### src/rtl/mem_access_unit.sv
`default_nettype none
// +----------------------------------------------------------------------------+
// | mem_access_unit: MEM-stage load/store engine with a req/ack bus handshake.   |
// | Optional MISALIGN_EXC_EN macro raises misalign instead of forcing alignment. |
// | Rev 1.0                                                                      |
// +----------------------------------------------------------------------------+
module mem_access_unit #(
  parameter int BUS_TIMEOUT = 255,
  parameter int CNT_W       = 8
) (
  input  logic        clk,
  input  logic        rst_n,
  input  logic        req_valid,
  input  logic        req_we,
  input  logic [1:0]  req_size,
  input  logic        req_unsigned,
  input  logic [31:0] req_addr,
  input  logic [31:0] req_wdata,
  output logic        bus_req,
  output logic        bus_we,
  output logic [31:0] bus_addr,
  output logic [3:0]  bus_wstrb,
  output logic [31:0] bus_wdata,
  input  logic        bus_ack,
  input  logic [31:0] bus_rdata,
  output logic        stall,
  output logic [31:0] ld_data,
  output logic        done,
  output logic        bus_err,
  output logic        misalign
);

  localparam logic [1:0] S_IDLE = 2'd0;
  localparam logic [1:0] S_REQ  = 2'd1;
  localparam logic [1:0] S_DONE = 2'd2;

  logic [1:0]       state_q, state_d;
  logic             we_q, uns_q;
  logic [1:0]       size_q;
  logic [31:0]      addr_q, wdata_q;
  logic [CNT_W-1:0] cnt_q, cnt_d;
  logic [31:0]      ld_data_q, ld_data_d;
  logic             err_q, err_d, mis_q, mis_d;

  logic             w_timeout, w_misaligned;
  logic [31:0]      w_addr_al, w_fmt, w_wdata_rep;
  logic [7:0]       w_byte;
  logic [15:0]      w_half;
  logic [3:0]       w_strb;

  // Size 2'b11 behaves as a word everywhere, so size[1] alone means "word".
`ifdef MISALIGN_EXC_EN
  assign w_misaligned = req_size[1] ? (req_addr[1:0] != 2'b00) : (req_size[0] & req_addr[0]);
`else
  assign w_misaligned = 1'b0;
`endif

  always_comb begin
    w_addr_al = req_addr;
    if (req_size[1])      w_addr_al[1:0] = 2'b00;
    else if (req_size[0]) w_addr_al[0]   = 1'b0;
  end

  generate
    if (BUS_TIMEOUT != 0) begin : g_timeout
      assign w_timeout = (state_q == S_REQ) && !bus_ack &&
                         (cnt_q == CNT_W'(BUS_TIMEOUT - 1));
    end else begin : g_no_timeout
      assign w_timeout = 1'b0;
    end
  endgenerate

  always_ff @(posedge clk or negedge rst_n) begin
    if (!rst_n) state_q <= S_IDLE;
    else        state_q <= state_d;
  end

  always_comb begin
    state_d = state_q;
    case (state_q)
      S_IDLE:  if (req_valid) state_d = w_misaligned ? S_DONE : S_REQ;
      S_REQ:   if (bus_ack || w_timeout) state_d = S_DONE;
      S_DONE:  state_d = S_IDLE;
      default: state_d = S_IDLE;
    endcase
  end

  always_comb begin
    case (addr_q[1:0])
      2'd0:    w_byte = bus_rdata[7:0];
      2'd1:    w_byte = bus_rdata[15:8];
      2'd2:    w_byte = bus_rdata[23:16];
      default: w_byte = bus_rdata[31:24];
    endcase
    w_half = addr_q[1] ? bus_rdata[31:16] : bus_rdata[15:0];
    case (size_q)
      2'b00:   w_fmt = uns_q ? {24'd0, w_byte} : {{24{w_byte[7]}}, w_byte};
      2'b01:   w_fmt = uns_q ? {16'd0, w_half} : {{16{w_half[15]}}, w_half};
      default: w_fmt = bus_rdata;
    endcase
  end

  always_comb begin
    case (size_q)
      2'b00:   w_strb = 4'b0001 << addr_q[1:0];
      2'b01:   w_strb = addr_q[1] ? 4'b1100 : 4'b0011;
      default: w_strb = 4'b1111;
    endcase
    case (size_q)
      2'b00:   w_wdata_rep = {4{wdata_q[7:0]}};
      2'b01:   w_wdata_rep = {2{wdata_q[15:0]}};
      default: w_wdata_rep = wdata_q;
    endcase
  end

  always_comb begin
    cnt_d     = cnt_q;
    ld_data_d = ld_data_q;
    err_d     = w_timeout;
    mis_d     = (state_q == S_IDLE) && req_valid && w_misaligned;
    if (state_q == S_IDLE) begin
      cnt_d = '0;
    end else if (state_q == S_REQ) begin
      if (bus_ack) begin
        if (!we_q) ld_data_d = w_fmt;
      end else begin
        cnt_d = cnt_q + CNT_W'(1);
        if (w_timeout) ld_data_d = '0;
      end
    end
  end

  always_ff @(posedge clk or negedge rst_n) begin
    if (!rst_n) begin
      we_q      <= 1'b0;
      uns_q     <= 1'b0;
      size_q    <= 2'b00;
      addr_q    <= '0;
      wdata_q   <= '0;
      cnt_q     <= '0;
      ld_data_q <= '0;
      err_q     <= 1'b0;
      mis_q     <= 1'b0;
    end else begin
      if (state_q == S_IDLE && req_valid) begin
        we_q    <= req_we;
        uns_q   <= req_unsigned;
        size_q  <= req_size;
        addr_q  <= w_addr_al;
        wdata_q <= req_wdata;
      end
      cnt_q     <= cnt_d;
      ld_data_q <= ld_data_d;
      err_q     <= err_d;
      mis_q     <= mis_d;
    end
  end

  // Bus signals are gated to the REQ state so nothing leaks onto the bus otherwise.
  always_comb begin
    bus_req   = 1'b0;
    bus_we    = 1'b0;
    bus_addr  = '0;
    bus_wstrb = 4'b0000;
    bus_wdata = '0;
    done      = 1'b0;
    bus_err   = 1'b0;
    misalign  = 1'b0;
    stall     = rst_n && (state_q == S_IDLE) && req_valid;
    case (state_q)
      S_REQ: begin
        bus_req   = 1'b1;
        bus_we    = we_q;
        bus_addr  = {addr_q[31:2], 2'b00};
        bus_wstrb = we_q ? w_strb : 4'b0000;
        bus_wdata = w_wdata_rep;
        stall     = 1'b1;
      end
      S_DONE: begin
        done     = 1'b1;
        bus_err  = err_q;
        misalign = mis_q;
      end
      default: ;
    endcase
  end

  assign ld_data = ld_data_q;

endmodule
`default_nettype wire

### config.mk
export PLATFORM = sky130hd
export DESIGN_NAME = mem_access_unit
export DESIGN_NICKNAME = d
export VERILOG_FILES = /design/src/rtl/mem_access_unit.sv
export SDC_FILE = /design/constraint.sdc
export NUM_CORES = 1
export LEC_CHECK = 0
export BUFFER_PORTS_ARGS = -buffer_cell sky130_fd_sc_hd__buf_4
export CORE_UTILIZATION = 53
export CTS_BUF_LIST = sky130_fd_sc_hd__clkbuf_16
export DETAILED_ROUTE_END_ITERATION = 8
export GPL_TIMING_DRIVEN = 0
export PLACE_DENSITY = 0.84
export SLEW_MARGIN = 5
export SYNTH_ARGS = -nofsm -noshare
export SYNTH_HDL_FRONTEND = slang
export SYNTH_SLANG_ARGS = --single-unit
### constraint.sdc
create_clock -name clk -period 2.83 [get_ports clk]
set_input_delay 0.1415 -clock clk [delete_from_list [all_inputs] [get_ports clk]]
set_output_delay 0.1415 -clock clk [all_outputs]
set_load 0.02 [all_outputs]
After elaboration in Yosys (flattened, before gate mapping)

Index checks and enable logic that the tools add are counted.

Word-level logic and storage cells: 66
Bits in registers: 111

Mux-type cells: 29
Shift-type cells: 1
Reduce and logical (&&, ||, !) cells: 15
$add $sub $neg: 1
Bitwise gates (word level): 1
Equality and inequality tests: 10

Operators with widths:

| kind                                                                  | number |
|---|---|
| 32-bit 2-to-1 mux                                                     | 7 |
| 32-bit one-hot mux with 2 select lines                                | 2 |
| 8-bit 2-to-1 mux                                                      | 3 |
| 8-bit one-hot mux with 3 select lines                                 | 1 |
| 16-bit 2-to-1 mux                                                     | 1 |
| 4-bit 2-to-1 mux                                                      | 3 |
| 8-bit by 1-bit adder with 8-bit output, second input constant         | 1 |
| 8-bit equality test, second input constant                            | 1 |
| 1-bit 2-to-1 mux                                                      | 8 |
| 4-bit one-hot mux with 2 select lines                                 | 1 |
| 2-bit by 1-bit equality test with 1-bit output, second input constant | 3 |
| 2-bit logical NOT                                                     | 3 |
| 2-bit != test, second input constant                                  | 3 |
| 1-bit logical AND                                                     | 5 |
| 2-bit equality test, second input constant                            | 2 |
| 2-bit 2-to-1 mux                                                      | 2 |
| 2-bit one-hot mux with 2 select lines                                 | 1 |
| 2-bit AND reduction                                                   | 2 |
| 4-bit AND reduction                                                   | 1 |
| 2-bit nonzero test                                                    | 2 |
| 1-bit by 2-bit left shift with 4-bit output, first input constant     | 1 |
| 2-bit by 1-bit != test with 1-bit output, second input constant       | 1 |
| 1-bit logical NOT                                                     | 1 |
| 1-bit logical OR                                                      | 1 |
| 1-bit NOT                                                             | 1 |

Logic depth before layout (Yosys ltp)

Gate-level depths: netlist of the first run.

Word-level depth: 6
Mapped depth: 7

Least setup slack after synthesis of the first run

Ideal clock, no wire load.

Path type: register to output
From: register state_q[1]
To: output port bus_wstrb[1]
Required time: 2.689 ns
Path slack: 1.065 ns
Cell stages (with the launch flop): 7
Buffers on the path: 2
Data arrival time: 1.624 ns
Cell sequence: dfrtp_1 -> or2b_1 -> clkbuf_1 -> inv_1 -> clkbuf_1 -> nand2_1 -> a21oi_1

Cells in the longest elaborated chain, start to end: 2

Ends and longest elaborated chain:

| what                                           | RTL line | RTL |
|---|---|---|
| start, declared                                | 37       | `logic [1:0] state_q, state_d;` |
| start signal, assigned                         | 75       | `else state_q <= state_d;` |
| 2-bit by 1-bit equality test with 1-bit output | 170      | `case (state_q)` |
| 4-bit 2-to-1 mux                               | 170      |  |
| end, declared                                  | 22       | `output logic [3:0] bus_wstrb,` |

Every way passes these cells.

Final worst setup path of the first run

From: register state_q[0]
To: output port bus_wstrb[1]

Same word-level chain as after synthesis.

==> run_results.csv, run 1 <==
group,metric,value,unit
timing,whs,0.02527,ns
clocking,clock-root-buffer,"clkbuf_16",
die,die_w,104.1,microns
logic_synthesis,ys_async_sr_fraction,1.000,
logic_synthesis,synth_area_leaders,"dfrtp_1, mux2_2, and2_1, mux2i_1, nand2_1",
finish,area_growth,36.49,%
worst_hold_path,worstHoldStart,"req_wdata[1]",
route,dr.pass1.iters,5,
logic_synthesis,synth_seq_cells,111,
finish,diodes,0,
setup_path,path_max_fanout,10,
setup_path,crit_type,"reg2out",
finish,fillers,715,
worst_hold_path,hp-class,"in2reg",
logic_synthesis,yosysMostFrequentCell,"dfrtp_1",
clocking,h-tree-depth,3,
setup_path,cpMaxStageDelayCell,"dfrtp_1",
timing,finalHoldViolCount,0,
outcome,outcome,"complete, no violations",
pwr,clkPwrFrac,0.160,
setup_path,required,2.69,ns
timing,min_period_over_period,0.9356,
clocking,holdBufCountCts,1,
route,vias,4879,
timing,fin_crit,2.648,ns
die,num_io_pins,210,
grt,grtUsageTotal,0.2990,
setup_path,path_cells,"or2b_1 -> clkbuf_1 -> inv_1 -> clkbuf_1 -> nand2_1 -> a21oi_1 -> buf_4",
die,start_util,0.5549,
pwr,sw_frac_of_total,0.3957,
route,drc,0,
setup_path,start_kind,"register",
setup_path,r2r_start,"size_q[0]",
pwr,p_int,4.624,mW
route,antenna_left,0,
pwr,p_switching,3.027,mW
route,wl,15.96,mm
route,vias_per_cell,5.634,
logic_synthesis,ys_types,46,
logic_synthesis,synth_area_leader_cell,"dfrtp_1",
grt,antenna_found_initial,0,
timing,setup_viol,0,
placed_design,place_congestion,0.8742,
timing,maxSlewViolCount,0,
timing,tns,0,ns
logic_synthesis,yosysTopAreaCellShare,0.5028,
route,drt-initial-drc-count,298,
logic_synthesis,synth_ff_type,"dfrtp_1",
pwr,p_comb_frac,0.487,
die,die_area,10830,sq um
timing,fmax,377.7,MHz
pwr,pwr-share-seq,0.352,
die,rows,36,
setup_path,worstPathArrival,2.51,ns
pwr,p_per_area,1015,nW/um^2
setup_path,crit_path_end_kind,"output pin",
logic_synthesis,avgSynthCellArea,10.87,sq um
setup_path,startpoint,"state_q[0]",
pwr,irDropWorstVdd,562.3,uV
die,core_area,9955,sq um
die,die_y,104.1,microns
logic_synthesis,synthCells,508,
grt,grt_pass1_vias,5014,
placed_design,dpl.hpwl,11.90,mm
clocking,clkTransAtPathRegs,0.07,ns
pwr,p_leak,3.652,nW
logic_synthesis,syn_area,5524,sq um
logic_synthesis,ys_warn_count,0,
finish,final_nets,834,
timing,clock_skew,0.007849,ns
clocking,post_cts_resized,0,
clocking,cts_tree,"built",
grt,grt_overflow,0,
finish,regArea,2778,sq um
timing,max_slew_margin,0.3102,
timing,worstMarginPinSlew,1.035,ns
route,wl_per_cell,18.43,microns
placed_design,port_buffers,206,
grt,grt_pass1_wl,25.56,mm
logic_synthesis,ys_seq_area_frac,0.5028,
setup_path,slowest_delay,0.47,ns
grt,grt_max_degree,113,
finish,multiInputGateArea,2552,sq um
logic_synthesis,netlist_top_cells_count,"dfrtp_1, mux2_2, nand2_1",
timing,rsz0062_at_grt,"no",
clocking,numCtsBuffers,9,
clocking,cts_setup_buffers,0,
clocking,clockBufferDepth,2,
finish,layout-drive-gt1-share,0.4188,
logic_synthesis,synth_edf_count,0,
flow_run,max-cap-violations,0,
setup_path,crit_top_cell,"clkbuf_1",
clocking,cts_sinks,111,
clocking,clock_latency,0.34,ns
==> per-stage QoR <==
stage / setup WS [ns] / cell area [sq um] / std cells / total power, mW / util
finish: 0.1823 / 7540 / 866 / 7.651 / 0.7574
global placement: 0.6091 / 7244 / 849 / 6.284 / 0.7278
global route: 0.007075 / 7540 / 866 / 8.062 / 0.7574
floorplan: 1.065 / 5532 / 510 / 4.891 / -
CTS: 0.1835 / 7540 / 866 / 7.654 / 0.7574
detailed placement: 0.5710 / 7248 / 849 / 6.424 / 0.7281
==> power groups by stage <==
stage,logic [mW],registers (mW),clock network [mW]
2_1_floorplan,2.07,2.82,0
3_3_place_gp,3.62,2.66,0
3_5_place_dp,3.72,2.71,0
4_1_cts,3.74,2.68,1.23
5_1_grt,4.00,2.77,1.29
6_report,3.73,2.70,1.23
==> logic make-up after synthesis <==
group           Yosys count  synth area share
flops                   111            0.5028
buf+inv                  43           0.03647
fa+ha+maj                 2          0.004529
compound gates           97            0.1228
mux                      92            0.1823
simple gates            162            0.1504
other cells               1         0.0006789
==> placed cells by master (no fill, tap or decap), types with 8 or more instances in the layout <==
cell type and n:
nand3_1 10, a21oi_1 22, and2_1 39, nor2b_1 10, buf_2 8, a221o_1 16, mux2_2 69, o21ai_0 25
mux2i_1 23, clkbuf_16 9, nand2_1 44, nor2_1 37, dfrtp_1 111, buf_4 209, clkbuf_1 20
==> worst paths after layout <==
path | end | slack (ns) | depth (start not counted)
max | bus_wstrb[1] | 0.18 | 7
max in group asynchronous | wdata_q[30] | 1.62 | 2
min in group asynchronous | ld_data[14] | 0.51 | 2
max reg2reg | ld_data[26] | 0.79 | 6
min reg2reg | ld_data[10] | 0.50 | 2
min | wdata_q[1] | 0.03 | 2
==> worst max-delay path, delay by kind of cell, from the launching register on <==
family | cells | cell delay [ns]
buf+inv | 4 | 1.01
simple gates | 2 | 0.49
compound gates | 1 | 0.20
flops | 1 | 0.47
==> layer usage <==
metal / share of wire / track usage
met3: 0.092 / 0.08897
met1: 0.40 / 0.3619
met5: 0 / 0
met2: 0.48 / 0.4957
met4: 0.029 / 0.1286
==> registers in the layout (all words and copies together), names as in the netlist <==
name	flops
we_q	1
state_q	2
wdata_q	32
size_q	2
err_q	1
cnt_q	8
ld_data	32
addr_q	32
uns_q	1
==> final cells by class <==
cell class,count,share of cell area
sequential,111,0.3684
multi-input combinational,356,0.3385
timing repair buffer,207,0.2069
clock buffer,9,0.02987
buffer,38,0.02423
tap,133,0.02207
clock inverter,7,0.007468
inverter,5,0.002489
No activity file was read; power rests on OpenSTA's default activity.
==> run 2: changes to the inputs <==
==> constraint.sdc (replaced) <==
create_clock -name clk -period 2.83 [get_ports clk]
set_input_delay 0.849 -clock clk [delete_from_list [all_inputs] [get_ports clk]]
set_output_delay 0.849 -clock clk [all_outputs]
set_load 0.02 [all_outputs]
==> run 2 against run 1 <==
Compared with the run above: first-iteration DRC count increased by 19%; utilization rose by 0.55 points; sequential share of layout area decreased by 0.23 points; critical path depth is 2 lower; register-to-register slack gained 0.05 ns; combinational power up 1%; sequential power barely moved; hold slack improved by 0.41 ns; power grew 0.66%; design area grew 0.73%; largest cell class unchanged; largest power group unchanged; highest routed layer unchanged.
==> run_results.csv, run 2 (synthesis gave the netlist of run 1 again) <==
group,metric,value,unit
route,vias_per_cell,5.685,
finish,diodes,0,
finish,layout_commonest_cell,"buf_4",
timing,rsz0062_at_grt,"yes",
die,num_io_pins,210,
setup_path,slowest_delay,0.46,ns
grt,grt_pass1_vias,5032,
pwr,sw_frac_of_total,0.3939,
setup_path,cpMaxStageDelayCell,"dfrtp_2",
pwr,p_int,4.668,mW
grt,use_met3,0.08709,
clocking,numCtsBuffers,9,
timing,finalHoldViolCount,0,
clocking,holdBufCountCts,0,
timing,maxSlewViolCount,0,
finish,layout_common_cells,"buf_4, dfrtp_1, mux2_2, nand2_1, and2_1",
finish,postLayoutCellArea,7595,sq um
placed_design,dpl.hpwl,11.90,mm
finish,regArea,2780,sq um
setup_path,crit_path_end_kind,"output pin",
timing,layout_setup_ws,0.08491,ns
clocking,cts_tree,"built",
die,die_area,10830,sq um
timing,worstMarginPinSlew,0.9906,ns
route,drc,0,
finish,fillers,702,
route,antenna_left,0,
clocking,cts_sinks,111,
grt,antenna_found_initial,0,
route,wl,15.94,mm
timing,tns,0,ns
pwr,pwr-share-seq,0.351,
timing,fin_crit,2.745,ns
grt,grt_max_degree,113,
clocking,h-tree-depth,3,
grt,grt_util_met2,0.4971,
setup_path,worstPathArrival,1.90,ns
clocking,clkTransAtPathRegs,0.07,ns
timing,min_period_over_period,0.9700,
outcome,outcome,"complete, no violations",
pwr,p_comb_frac,0.489,
finish,area_growth,37.49,%
route,dr.pass1.iters,5,
timing,fmax,364.3,MHz
die,die_y,104.1,microns
worst_hold_path,hp-class,"in2async",
route,wl_per_cell,18.45,microns
setup_path,required,1.98,ns
clocking,clockBufferDepth,2,
finish,multiInputGateArea,2572,sq um
placed_design,pre_cts_slack,-0.3291,ns
finish,layout-drive-gt1-share,0.4487,
placed_design,place_congestion,0.8742,
timing,setup_viol,0,
pwr,irDropWorstVdd,558.8,uV
flow_run,max-cap-violations,0,
setup_path,worst-path-buf-inv,3,
grt,use_met1,0.3607,
pwr,clkPwrFrac,0.159,
pwr,p_switching,3.034,mW
die,die_w,104.1,microns
clocking,clock_latency,0.35,ns
finish,final_nets,832,
setup_path,path_max_fanout,10,
clocking,clock-root-buffer,"clkbuf_16",
route,drt-initial-drc-count,354,
grt,grt_busiest_layer,"met2",
pwr,p_per_area,1014,nW/um^2
die,core_area,9955,sq um
setup_path,start_kind,"register",
die,start_util,0.5549,
grt,grt_pass1_wl,25.62,mm
timing,max_slew_margin,0.3345,
route,vias,4912,
placed_design,port_buffers,206,
setup_path,crit_type,"reg2out",
finish,fin_util,0.7629,
timing,clock_skew,0.007501,ns
setup_path,cp_top_family,"buffers and inverters",
grt,grtUsageTotal,0.2993,
grt,grt_overflow,0,
setup_path,path_cells,"or2b_4 -> inv_1 -> clkbuf_1 -> and2_1 -> buf_4",
pwr,p_leak,3.703,nW
die,rows,36,
placed_design,place_area,7248,sq um
run 2: cell count changes in the layout (fill, tap and decap cells not counted), moves of 2 or more:
cell,before,now
clkbuf_2,0,7
dfrtp_1,111,109
buf_2,8,10
buf_1,4,1
clkbuf_1,20,7
dfrtp_2,0,2
buf_4,209,213
run 2: worst paths after layout:
kind	startpoint	to	slack [ns]	cells after the start
max in group asynchronous	rst_n	wdata_q[22]	1.87	1
min in group clk	addr_q[26]	addr_q[26]	0.50	1
min reg2reg	addr_q[26]	addr_q[26]	0.50	1
max	state_q[1]	bus_addr[20]	0.08	5
min	rst_n	ld_data[14]	0.44	1
max reg2reg	size_q[1]	ld_data[5]	0.84	4
run 2: metrics by stage:
stage               hold slack, ns  instances  total power, mW
detailed placement          0.4867        849            6.424
CTS                         0.4977        864            7.685
finish                      0.4370        864            7.702
global placement            0.4669        849            6.284
global route                0.5202        864            8.116
floorplan                   0.4507        510            4.891
run 2: repair_timing:
action,4_1_cts,5_1_grt
buffers inserted,0,2
gates resized for setup,19,17
setup endpoints to repair,69,36
run 2: routing by layer:
layer | share of wire | routed length (microns)
met1 | 0.39 | 6246
met2 | 0.48 | 7706
met3 | 0.095 | 1511
met4 | 0.030 | 476
met5 | 0 | 0
run 2: final cells by class:
type | instances | share of cell area
clock inverters | 7 | 0.007414
well taps | 133 | 0.02191
repair buffers | 208 | 0.2072
plain buffers | 35 | 0.02652
multi-input cells | 356 | 0.3387
inverters | 5 | 0.002471
clock buffers | 9 | 0.02965
flip-flops and latches | 111 | 0.3661
run 2: power by group through the flow:
stage | sequential [mW] | clock [mW] | combinational [mW]
after floorplan | 2.82 | 0 | 2.07
after global placement | 2.66 | 0 | 3.62
after CTS | 2.69 | 1.23 | 3.76
final | 2.71 | 1.23 | 3.77
after detailed placement | 2.71 | 0 | 3.72
after global routing | 2.79 | 1.29 | 4.04
==> run 3: changes to the inputs <==
--- a/config.mk
+++ b/config.mk
@@ -11,6 +11,7 @@
 export DETAILED_ROUTE_END_ITERATION = 8
 export GPL_TIMING_DRIVEN = 0
 export PLACE_DENSITY = 0.84
+export REMOVE_ABC_BUFFERS = 1
 export SLEW_MARGIN = 5
 export SYNTH_ARGS = -nofsm -noshare
 export SYNTH_HDL_FRONTEND = slang
==> run 3 against run 2 <==
Compared with the run above: maximum frequency is 0.44% higher; power is 2.2% higher; global-route usage is 0.070 points higher; die area stayed put; first-iteration DRC count is 29% lower; critical path type unchanged; clock skew is 0.0013 ns higher; utilization hardly changed; highest routed layer unchanged; clock-buffer cell count stayed put; critical endpoint is now bus_addr[18].
==> run_results.csv, run 3 (synthesis gave the netlist of run 1 again) <==
group,metric,value,unit
timing,worstMarginPinSlew,0.8886,ns
finish,area_growth,37.42,%
die,die_y,104.1,microns
timing,setup_viol,0,
route,drc,0,
die,die_area,10830,sq um
die,num_io_pins,210,
finish,multiInputGateArea,2594,sq um
route,drt-initial-drc-count,252,
setup_path,path_cells,"or2b_4 -> buf_4 -> clkinvlp_4 -> and2_1 -> buf_4",
timing,clock_skew,0.008835,ns
timing,max_slew_margin,0.3991,
route,vias,4838,
clocking,clock_latency,0.34,ns
route,vias_per_cell,5.725,
setup_path,cpMaxStageDelayCell,"dfrtp_2",
clocking,clockBufferDepth,2,
setup_path,start_kind,"register",
die,rows,36,
finish,layout.cells.non_filler,845,
finish,fillers,679,
setup_path,crit_top_cell,"buf_4",
clocking,numCtsBuffers,9,
pwr,irDropWorstVdd,534.6,uV
pwr,p_per_area,1037,nW/um^2
grt,grtUsageTotal,0.3000,
route,wl,16.11,mm
timing,fin_crit,2.733,ns
pwr,p_leak,3.636,nW
clocking,h-tree-depth,3,
placed_design,pre_cts_slack,-0.9577,ns
timing,maxSlewViolCount,0,
finish,layout_common_cells,"buf_4, dfrtp_1, mux2_2, nand2_1, and2_1",
finish,layout-drive-gt1-share,0.4593,
flow_run,max-cap-violations,0,
timing,min_period_over_period,0.9657,
finish,diodes,0,
setup_path,worstRegToRegCells,3,
clocking,clock-root-buffer,"clkbuf_16",
setup_path,worstPathArrival,1.88,ns
finish,layout_commonest_cell,"buf_4",
timing,rsz0062_at_grt,"no",
finish,regArea,2788,sq um
setup_path,crit_path_end_kind,"output pin",
placed_design,place_congestion,0.8488,
finish,final_nets,813,
grt,grt_pass1_vias,4974,
clocking,clkTransAtPathRegs,0.07,ns
placed_design,place_area,7122,sq um
grt,grt_max_degree,113,
setup_path,r2r_slack,0.27,ns
timing,tns,0,ns
setup_path,crit_type,"reg2out",
setup_path,r2r_end,"ld_data[30]",
die,core_area,9955,sq um
route,wl_per_cell,19.06,microns
clocking,holdBufCountCts,0,
setup_path,path_max_fanout,10,
setup_path,startpoint,"state_q[1]",
setup_path,required,1.98,ns
finish,fin_util,0.7626,
placed_design,place_inst,816,
die,start_util,0.5549,
timing,fmax,365.9,MHz
placed_design,port_buffers,206,
clocking,cts_sinks,111,
timing,layout_setup_ws,0.09701,ns
grt,grt_pass1_wl,25.53,mm
placed_design,dpl.hpwl,10.56,mm
worst_hold_path,hp-class,"in2async",
route,antenna_left,0,
die,die_w,104.1,microns
timing,whs,0.4386,ns
finish,postLayoutCellArea,7591,sq um
outcome,outcome,"complete, no violations",
route,dr.pass1.iters,6,
setup_path,r2r_start,"state_q[1]",
pwr,power,7.870,mW
clocking,cts_tree,"built",
setup_path,slowest_delay,0.51,ns
grt,antenna_found_initial,0,
timing,finalHoldViolCount,0,
grt,grt_overflow,0,
-- run 3: report_power, final --
group | internal, mW | total (mW) | switching, mW
registers | 2.24 | 2.81 | 0.577
clock network | 0.779 | 1.36 | 0.582
logic | 1.77 | 3.70 | 1.93
total | 4.78 | 7.87 | 3.09
-- run 3: worst max-delay path by stage --
stage	to	cells past startpoint	slack [ns]
2_1_floorplan	stall	3	-4.35
3_3_place_gp	stall	5	-6.61
3_5_place_dp	bus_wstrb[1]	5	-0.96
4_1_cts	bus_wstrb[0]	4	0.02
5_1_grt	bus_wstrb[2]	4	0.03
6_report	bus_addr[18]	5	0.1
-- run 3: critical path, delay by kind of cell, from the launching register on --
kind	cells	cell delay [ns]
and+or+nand+nor	2	0.51
DFF	1	0.51
buffers and inverters	3	0.51
-- run 3: repair_timing --
action,CTS,global route
buffers inserted,3,6
pin swaps,0,0
setup endpoints to repair,94,21
gates resized for setup,16,4
gates cloned,4,0
-- run 3: layer usage --
metal  track usage  part of all wire  vias up  routed length [microns]
met1        0.3530              0.38     2371                     6185
met3       0.08709             0.090       33                     1450
met4        0.1082             0.027        0                      439
met5             0                 0        -                        0
met2        0.5205              0.50      243                     8029
li1              -                 -     2191                        -
-- run 3: layout make-up --
cell class,instances,area share
flip-flops and latches,111,0.3672
multi-input cells,357,0.3417
repair buffers,220,0.2207
clock buffers,9,0.02967
well taps,133,0.02192
clock inverters,7,0.01236
inverters,5,0.003461
repair inverters,3,0.002967
